===== src/rtl/vga_timing_pkg.sv =====
// Shared 640x480 @ 60 Hz raster timing constants used by the sync generator and the renderer.
package vga_timing_pkg;

  localparam int COUNT_W = 10;

  localparam int H_TOTAL     = 800;
  localparam int H_SYNC      = 96;
  localparam int H_VIS_START = 144;
  localparam int H_VIS_END   = 784;

  localparam int V_TOTAL     = 525;
  localparam int V_SYNC      = 2;
  localparam int V_VIS_START = 35;
  localparam int V_VIS_END   = 515;

endpackage


===== src/rtl/vga_sync_gen_pix_en_div.sv =====
// Pixel clock-enable divider: pix_en is high one clk in every CLK_DIV, starting from div_cnt=0 after reset.
module pix_en_div #(
  parameter int CLK_DIV = 4
) (
  input  logic clk,
  input  logic reset,
  output logic pix_en
);

  generate
    if (CLK_DIV <= 1) begin : g_passthru
      assign pix_en = 1'b1;
    end else begin : g_div
      localparam int DIV_W = $clog2(CLK_DIV);
      localparam logic [DIV_W-1:0] DIV_LAST = DIV_W'(CLK_DIV - 1);

      logic [DIV_W-1:0] div_cnt;

      always_ff @(posedge clk or posedge reset) begin
        if (reset) begin
          div_cnt <= '0;
        end else if (div_cnt == DIV_LAST) begin
          div_cnt <= '0;
        end else begin
          div_cnt <= div_cnt + 1'b1;
        end
      end

      assign pix_en = (div_cnt == DIV_LAST);
    end
  endgenerate

endmodule


===== src/rtl/vga_sync_gen.sv =====
// VGA raster timing generator: counts, syncs, visible window, frame_start and blink.
// Optional macro VGA_SYNC_GEN_BLINK_EN builds the frame counter that drives blink; otherwise blink is 0.
module vga_sync_gen
  import vga_timing_pkg::*;
#(
  parameter int CLK_DIV      = 4,
  parameter int H_TOTAL      = vga_timing_pkg::H_TOTAL,
  parameter int H_SYNC       = vga_timing_pkg::H_SYNC,
  parameter int H_VIS_START  = vga_timing_pkg::H_VIS_START,
  parameter int H_VIS_END    = vga_timing_pkg::H_VIS_END,
  parameter int V_TOTAL      = vga_timing_pkg::V_TOTAL,
  parameter int V_SYNC       = vga_timing_pkg::V_SYNC,
  parameter int V_VIS_START  = vga_timing_pkg::V_VIS_START,
  parameter int V_VIS_END    = vga_timing_pkg::V_VIS_END,
  parameter int BLINK_FRAMES = 32
) (
  input  logic               clk,
  input  logic               reset,
  output logic               pix_en,
  output logic [COUNT_W-1:0] hCount,
  output logic [COUNT_W-1:0] vCount,
  output logic               hSync,
  output logic               vSync,
  output logic               bright,
  output logic               frame_start,
  output logic               blink
);

  localparam logic [COUNT_W-1:0] H_LAST    = COUNT_W'(H_TOTAL - 1);
  localparam logic [COUNT_W-1:0] V_LAST    = COUNT_W'(V_TOTAL - 1);
  localparam logic [COUNT_W-1:0] H_SYNC_C  = COUNT_W'(H_SYNC);
  localparam logic [COUNT_W-1:0] V_SYNC_C  = COUNT_W'(V_SYNC);
  localparam logic [COUNT_W-1:0] H_VIS_S_C = COUNT_W'(H_VIS_START);
  localparam logic [COUNT_W-1:0] H_VIS_E_C = COUNT_W'(H_VIS_END);
  localparam logic [COUNT_W-1:0] V_VIS_S_C = COUNT_W'(V_VIS_START);
  localparam logic [COUNT_W-1:0] V_VIS_E_C = COUNT_W'(V_VIS_END);

  logic line_end;
  logic frame_end;
  logic frame_wrap_d;

  pix_en_div #(.CLK_DIV(CLK_DIV)) u_div (
    .clk    (clk),
    .reset  (reset),
    .pix_en (pix_en)
  );

  assign line_end  = pix_en && (hCount == H_LAST);
  assign frame_end = line_end && (vCount == V_LAST);

  always_ff @(posedge clk or posedge reset) begin
    if (reset) begin
      hCount <= '0;
      vCount <= '0;
    end else if (pix_en) begin
      if (hCount == H_LAST) begin
        hCount <= '0;
        vCount <= (vCount == V_LAST) ? '0 : vCount + 1'b1;
      end else begin
        hCount <= hCount + 1'b1;
      end
    end
  end

  // Pulse lands one clk after the wrap edge, so it marks the first (0,0) cycle's successor.
  always_ff @(posedge clk or posedge reset) begin
    if (reset) begin
      frame_wrap_d <= 1'b0;
      frame_start  <= 1'b0;
    end else begin
      frame_wrap_d <= frame_end;
      frame_start  <= frame_wrap_d;
    end
  end

  assign hSync  = ~(hCount < H_SYNC_C);
  assign vSync  = ~(vCount < V_SYNC_C);
  assign bright = (hCount >= H_VIS_S_C) && (hCount < H_VIS_E_C) &&
                  (vCount >= V_VIS_S_C) && (vCount < V_VIS_E_C);

`ifdef VGA_SYNC_GEN_BLINK_EN
  localparam int FRAME_W = (BLINK_FRAMES > 1) ? $clog2(BLINK_FRAMES) : 1;
  localparam logic [FRAME_W-1:0] FRAME_LAST = FRAME_W'(BLINK_FRAMES - 1);

  logic [FRAME_W-1:0] frame_cnt;

  always_ff @(posedge clk or posedge reset) begin
    if (reset) begin
      frame_cnt <= '0;
      blink     <= 1'b0;
    end else if (frame_start) begin
      if (frame_cnt == FRAME_LAST) begin
        frame_cnt <= '0;
        blink     <= ~blink;
      end else begin
        frame_cnt <= frame_cnt + 1'b1;
      end
    end
  end
`else
  assign blink = 1'b0;
`endif

endmodule


===== config.mk =====
export PLATFORM = sky130hd
export DESIGN_NAME = vga_sync_gen
export DESIGN_NICKNAME = d
export VERILOG_FILES = /design/src/rtl/vga_timing_pkg.sv /design/src/rtl/vga_sync_gen_pix_en_div.sv /design/src/rtl/vga_sync_gen.sv
export SDC_FILE = /design/constraint.sdc
export NUM_CORES = 1
export LEC_CHECK = 0
export ABC_AREA = 1
export BUFFER_PORTS_ARGS = -buffer_cell sky130_fd_sc_hd__buf_2
export CAP_MARGIN = 20
export CORE_MARGIN = 3
export CORE_UTILIZATION = 35
export CTS_BUF_LIST = sky130_fd_sc_hd__clkbuf_4 sky130_fd_sc_hd__clkbuf_8
export CTS_CLUSTER_DIAMETER = 100
export DETAILED_ROUTE_END_ITERATION = 10
export GPL_ROUTABILITY_DRIVEN = 0
export GPL_TIMING_DRIVEN = 0
export HOLD_SLACK_MARGIN = 0.05
export PLACE_DENSITY_LB_ADDON = 0.3
export SLEW_MARGIN = 20
export SYNTH_ARGS = -nofsm -noshare
export SYNTH_HDL_FRONTEND = slang
export SYNTH_SLANG_ARGS = --single-unit

===== constraint.sdc =====
create_clock -name clk -period 2.61 [get_ports clk]
set_input_delay 0.522 -clock clk [delete_from_list [all_inputs] [get_ports clk]]
set_output_delay 0.522 -clock clk [all_outputs]
set_load 0.02 [all_outputs]

; ---- Word-level counts from Yosys, hierarchy flattened
; Cells that the tools add are included.
[word_totals]
output_inout_bits = 26
register_bits = 24
wordCells = 28
[classes]
n_eq_ne = 3
addsub = 3
reduce_logical = 6
n_bitwise = 2
mux = 3
n_lt_le_gt_ge = 6
[ops]
columns = cell, count
row1 = 10-bit by 1-bit adder with 10-bit output (second input constant), 2
row2 = 10-bit equality test (second input constant), 2
row3 = 10-bit less-than comparator (second input constant), 2
row4 = 10-bit two-way mux, 2
row5 = 10-bit by 6-bit greater-or-equal comparator with 1-bit output (second input constant), 1
row6 = 10-bit by 8-bit greater-or-equal comparator with 1-bit output (second input constant), 1
row7 = 10-bit by 2-bit less-than comparator with 1-bit output (second input constant), 1
row8 = 10-bit by 7-bit less-than comparator with 1-bit output (second input constant), 1
row9 = 1-bit logical AND, 5
row10 = 2-bit by 1-bit adder with 2-bit output (second input constant), 1
row11 = 2-bit equality test (second input constant), 1
row12 = 2-bit two-way mux, 1
row13 = 1-bit inverter, 2
row14 = 2-bit AND reduction, 1

; ---- Longest topological paths before layout
[depth]
word_depth = 4
ltp_mapped = 8
mapped_depth_nobuf = 8

; ---- Hierarchy
; A second synthesis with hierarchy kept.
[hier_totals]
hier_cells = 192
area_unflattened_um2 = 1471.4
[by_module_without_submodules]
columns = module, area_each_um2, seq_area_each_um2, instances, cells_each
row1 = vga_sync_gen, 1401.3, 550.5, 1, 187
row2 = pix_en_div, 70.1, 50.0, 1, 5

; ---- Worst setup path before layout
; No wires, ideal clock.
[synth_path]
kind = register to output
from = register vCount[7]
to = output bright
stages_incl_launch_ff = 6
setup_slack_ns = 0.627
t_arrival_ns = 1.461
required_ns = 2.088
cell_sequence = dfrtp_1 nor3_1 nand2_1 nor2_1 nor2_1 nor3_1
[synth_via]
elab_chain_len = 3
word_cells_on_any_way = 4
cone_classes = 2 x order compare / 2 x reduce/logical
[synth_rtl]
columns = element, line
row1 = start: declaration, vga_sync_gen.sv:21  ; output logic [COUNT_W-1:0] vCount,
row2 = start signal: assignment, vga_sync_gen.sv:58  ; vCount <= (vCount == V_LAST) ? '0 : vCount + 1'b1;
row3 = 10-bit by 6-bit greater-or-equal comparator with 1-bit output, vga_sync_gen.sv:79  ; (vCount >= V_VIS_S_C) && (vCount < V_VIS_E_C);
row4 = 1-bit logical AND, vga_sync_gen.sv:78  ; assign bright = (hCount >= H_VIS_S_C) && (hCount < H_VIS_E_C) &&
row5 = 1-bit logical AND *, vga_sync_gen.sv:79
row6 = end: declaration, vga_sync_gen.sv:24  ; output logic bright,
; Mark *: on every way between the ends. The rest lies on a longest branch, timed or not.

; ---- Worst setup path after layout
; Same ends and word-level chain as after synthesis.

==> Flow_metrics.wiki <==
{| class="wikitable"
! Metric !! Value
|-
| Post-place instance area || 1583 um2
|-
| Status || finished, final reports clean
|-
| Setup repair bufs after CTS || 0
|-
| Sequential area share after synthesis || a little over two fifths
|-
| Slew of the pin with the lowest slew margin || around 900 ps
|-
| Fraction of layout instances using a drive strength above 1 || roughly 25%
|-
| Register-to-Register Setup Slack || roughly 1100 ps
|-
| Core area || roughly 3700 um2
|-
| Type of the worst setup path || reg -> out
|-
| Final std cell area, no fill || ~1600 um2
|-
| Distinct cell type count of the synthesized netlist || 25
|-
| Number of antenna violations at the first check in global routing || 0
|-
| Data required time at the worst endpoint || approximately 2100 ps
|-
| Cell taking the most area after synthesis || sky130_fd_sc_hd__dfrtp_1
|-
| Diodes inserted || 0
|-
| Iter 0 DRT Violations || 47
|-
| Leakage || 0.8951 nW
|-
| Drt via density || between 4 and 5
|-
| Total count of max-transition violations in the final report || 0
|-
| Worst ir drop on vdd || between 150 and 200 uV
|-
| Die area || around 4800 um2
|-
| FF+latch area || about 600 um2
|-
| Hold-critical path endpoint || frame_start
|-
| Detailed-route wire length || 2.828 mm
|-
| Port Buffer Count || 26
|-
| Vertical die dimension || approximately 69 um
|-
| Total grt overflow || 0
|-
| Maximum level of the CTS H-tree || 1
|-
| Reg-to-Reg End || vCount[6]
|-
| Hold Violations, Final || 0
|-
| Count of hold buffers inserted by post-cts repair || 0
|-
| Setup-violating endpoint count in the final report || 0
|-
| Number of standard-cell rows in the floorplan || 22
|-
| Cell count after synthesis || ~170
|-
| Multi-input combinational cell area || ~670 um2
|-
| Yosys top cell area share || approximately 43%
|-
| Arrival time of the worst setup path || 1690 ps
|-
| Number of global-route vias before repair || about 1.1k
|-
| Layout fillers || between 400 and 500
|-
| RSZ-0062 raised after global routing || no
|-
| Number of nets with antenna violations after routing || 0
|-
| Minimum clock period after layout || around 2200 ps
|-
| Clock tree from TritonCTS || done
|-
| Max clock buf depth || 2
|-
| Fraction of the cycle the final worst path needs || between 80% and 90%
|-
| Worst clock skew || about 2.6 ps
|-
| Endpoint type of the worst setup path || output pin
|-
| Tot GR Track Use || 13.08%
|-
| Power density of the placed cells || slightly below 400 nW/um2
|-
| Worst slew margin relative to its limit || approximately two fifths
|-
| Clock transition at the registers of the reported paths || about 90 ps
|-
| Top cells by area in the synthesized netlist || sky130_fd_sc_hd__dfrtp_1 (43%), sky130_fd_sc_hd__nand2_1 (7.5%), sky130_fd_sc_hd__xor2_1 (6.3%)
|-
| Global-route wire length before repair || around 5.2 mm
|-
| Post-Syn Area per Cell || about 8.1 um2
|-
| Final cell count without fillers || between 200 and 250
|-
| FF+latch count, synth || 24
|-
| Horizontal extent of the die || around 69 um
|-
| Maximum fanout count along the critical path || 5
|-
| Cell Area, Synth || around 1400 um2
|-
| TNS Setup || 0 ps
|-
| Resized Gates After CTS || 0
|-
| Number of cells traversed by the worst hold path || 0
|-
| Clock Tree Root || sky130_fd_sc_hd__clkbuf_8
|-
| Total nets after synthesis || around 180
|-
| Starting Density || approximately 37%
|-
| Reg-to-Reg Start || hCount[1]
|-
| Total DRC errors in the routed layout || 0
|-
| Number of nets in the finished design || about 210
|-
| Half-perimeter wire length after placement || 2.147 mm
|-
| DR WL/cell || around 11 um
|-
| Hold/Removal Path Class || reg -> reg
|-
| Pin count of the biggest net entering global routing || 25
|-
| Post-synthesis to final-layout area growth || 17.61%
|-
| Vias || about 1.1k
|-
| Synth warn || 0
|-
| IO Count || 28
|-
| Worst-Skew Late Latency || approximately 260 ps
|-
| Detailed Routing Iterations Pass 1 || 4
|-
| Startpoint of the most critical hold path || frame_wrap_d
|-
| Fmax || between 400 and 500 MHz
|-
| MaxCap Viol Count || 0
|-
| Cell count after placement || around 250
|-
| Sink Count || 24
|-
| Fraction of the core area covered by cells at the end of the flow || between 40% and 50%
|-
| Clock buffer count from CTS || 3
|-
| Number of cells traversed by the worst register-to-register path || 7
|-
| Worst setup SP type || flop
|}
worst max path at each step:
stage | start | to | slack [ps] | cells past startpoint
detailed placement | vCount[7] | bright | 690 | 6
finish | vCount[7] | bright | 400 | 6
global placement | vCount[7] | bright | 700 | 6
CTS | vCount[7] | bright | 390 | 6
floorplan | vCount[7] | bright | 630 | 5
global route | vCount[7] | bright | 250 | 6
metal layers:
| layer | share of wire (%) | track usage (%) | vias up | routed length [um] |
|---|---|---|---|---|
| met5 | 0 | 0 | - | 0 |
| met4 | 0.50 | 3.905 | 0 | 14 |
| li1 | - | - | 593 | - |
| met3 | 4.1 | 2.478 | 2 | 116 |
| met1 | 53 | 19.03 | 496 | 1508 |
| met2 | 42 | 19.60 | 18 | 1188 |
power breakdown:
part / internal (mW) / switching, mW / total, mW / leakage [nW]
clock network: 0.135 / 0.119 / 0.254 / 0.0288
registers: 0.371 / 0 / 0.371 / 0.321
logic: 0.00160 / 0.00864 / 0.0102 / 0.545
total: 0.508 / 0.128 / 0.635 / 0.895
worst max-delay path, cell delays in order (launching register included):
cell                      delay (ps)
sky130_fd_sc_hd__dfrtp_1         440
sky130_fd_sc_hd__nor3_1          390
sky130_fd_sc_hd__nand2_1          90
sky130_fd_sc_hd__nor2_1          100
sky130_fd_sc_hd__nor2_1           50
sky130_fd_sc_hd__nor3_1          150
sky130_fd_sc_hd__buf_2           200
cell families (layout without fill, tap and decap cells):
| group | count (synthesis) | after routing | share of synthesized area [%] |
|---|---|---|---|
| compound gates | 15 | 15 | 5.570 |
| buf+inv | 29 | 59 | 8.445 |
| flops | 24 | 24 | 43.13 |
| other cells | 1 | 1 | 0.2693 |
| simple gates | 86 | 86 | 31.18 |
| fa+ha+maj | 5 | 5 | 4.492 |
| xor+xnor | 11 | 11 | 6.918 |
stage by stage:
step | setup slack (ps) | total power, mW | hold WS [ps]
after global placement | 704.7 | 0.3898 | 334.1
after detailed placement | 693.7 | 0.3899 | 341.8
final | 396.5 | 0.6355 | 355.4
after floorplan | 626.7 | 0.3868 | 331.2
after CTS | 388.5 | 0.6470 | 362.8
after global routing | 252.5 | 0.6635 | 369.0
flip-flops by register name, indices dropped and copies added (netlist names):
signal	flops
hCount	10
vCount	10
u_div.g_div.div_cnt	2
frame_start	1
frame_wrap_d	1
placed cells by master (no fill, tap or decap), drive strengths merged:
cell type / Yosys / final
nand3b: 2 / 2
conb: 1 / 1
buf: 3 / 29
nand4: 2 / 2
and3: 1 / 1
xnor2: 1 / 1
o21bai: 1 / 1
a21oi: 3 / 3
clkbuf: 0 / 4
dfrtp: 24 / 24
nor2: 27 / 27
o21ai: 11 / 11
nand3: 17 / 17
inv: 26 / 26
ha: 5 / 5
nand2: 31 / 31
nor3: 6 / 6
xor2: 10 / 10
area by class of cell:
type	count	area share, %
plain buffers	3	1.222
well taps	48	3.667
flip-flops and latches	24	36.67
repair buffers	26	7.945
clock buffers	4	3.361
inverters	26	5.959
multi-input cells	118	41.18
synthesized netlist by cell type:
cell / count
sky130_fd_sc_hd__conb_1: 1
sky130_fd_sc_hd__inv_1: 22
sky130_fd_sc_hd__nand3_1: 15
sky130_fd_sc_hd__nand2_2: 3
sky130_fd_sc_hd__nand4_1: 2
sky130_fd_sc_hd__xnor2_1: 1
sky130_fd_sc_hd__inv_2: 4
sky130_fd_sc_hd__buf_4: 2
sky130_fd_sc_hd__xor2_1: 10
sky130_fd_sc_hd__and3_1: 1
sky130_fd_sc_hd__nand3b_1: 2
sky130_fd_sc_hd__nor2_1: 18
sky130_fd_sc_hd__nand3_2: 1
sky130_fd_sc_hd__nand2_1: 28
sky130_fd_sc_hd__nand3_4: 1
sky130_fd_sc_hd__dfrtp_1: 24
sky130_fd_sc_hd__o21bai_1: 1
sky130_fd_sc_hd__nor2_2: 5
sky130_fd_sc_hd__nor2_4: 4
sky130_fd_sc_hd__a21oi_1: 3
sky130_fd_sc_hd__o21ai_1: 1
sky130_fd_sc_hd__buf_2: 1
sky130_fd_sc_hd__ha_1: 5
sky130_fd_sc_hd__o21ai_0: 10
sky130_fd_sc_hd__nor3_1: 6
Note: power is estimated with default switching activity, not from simulation.
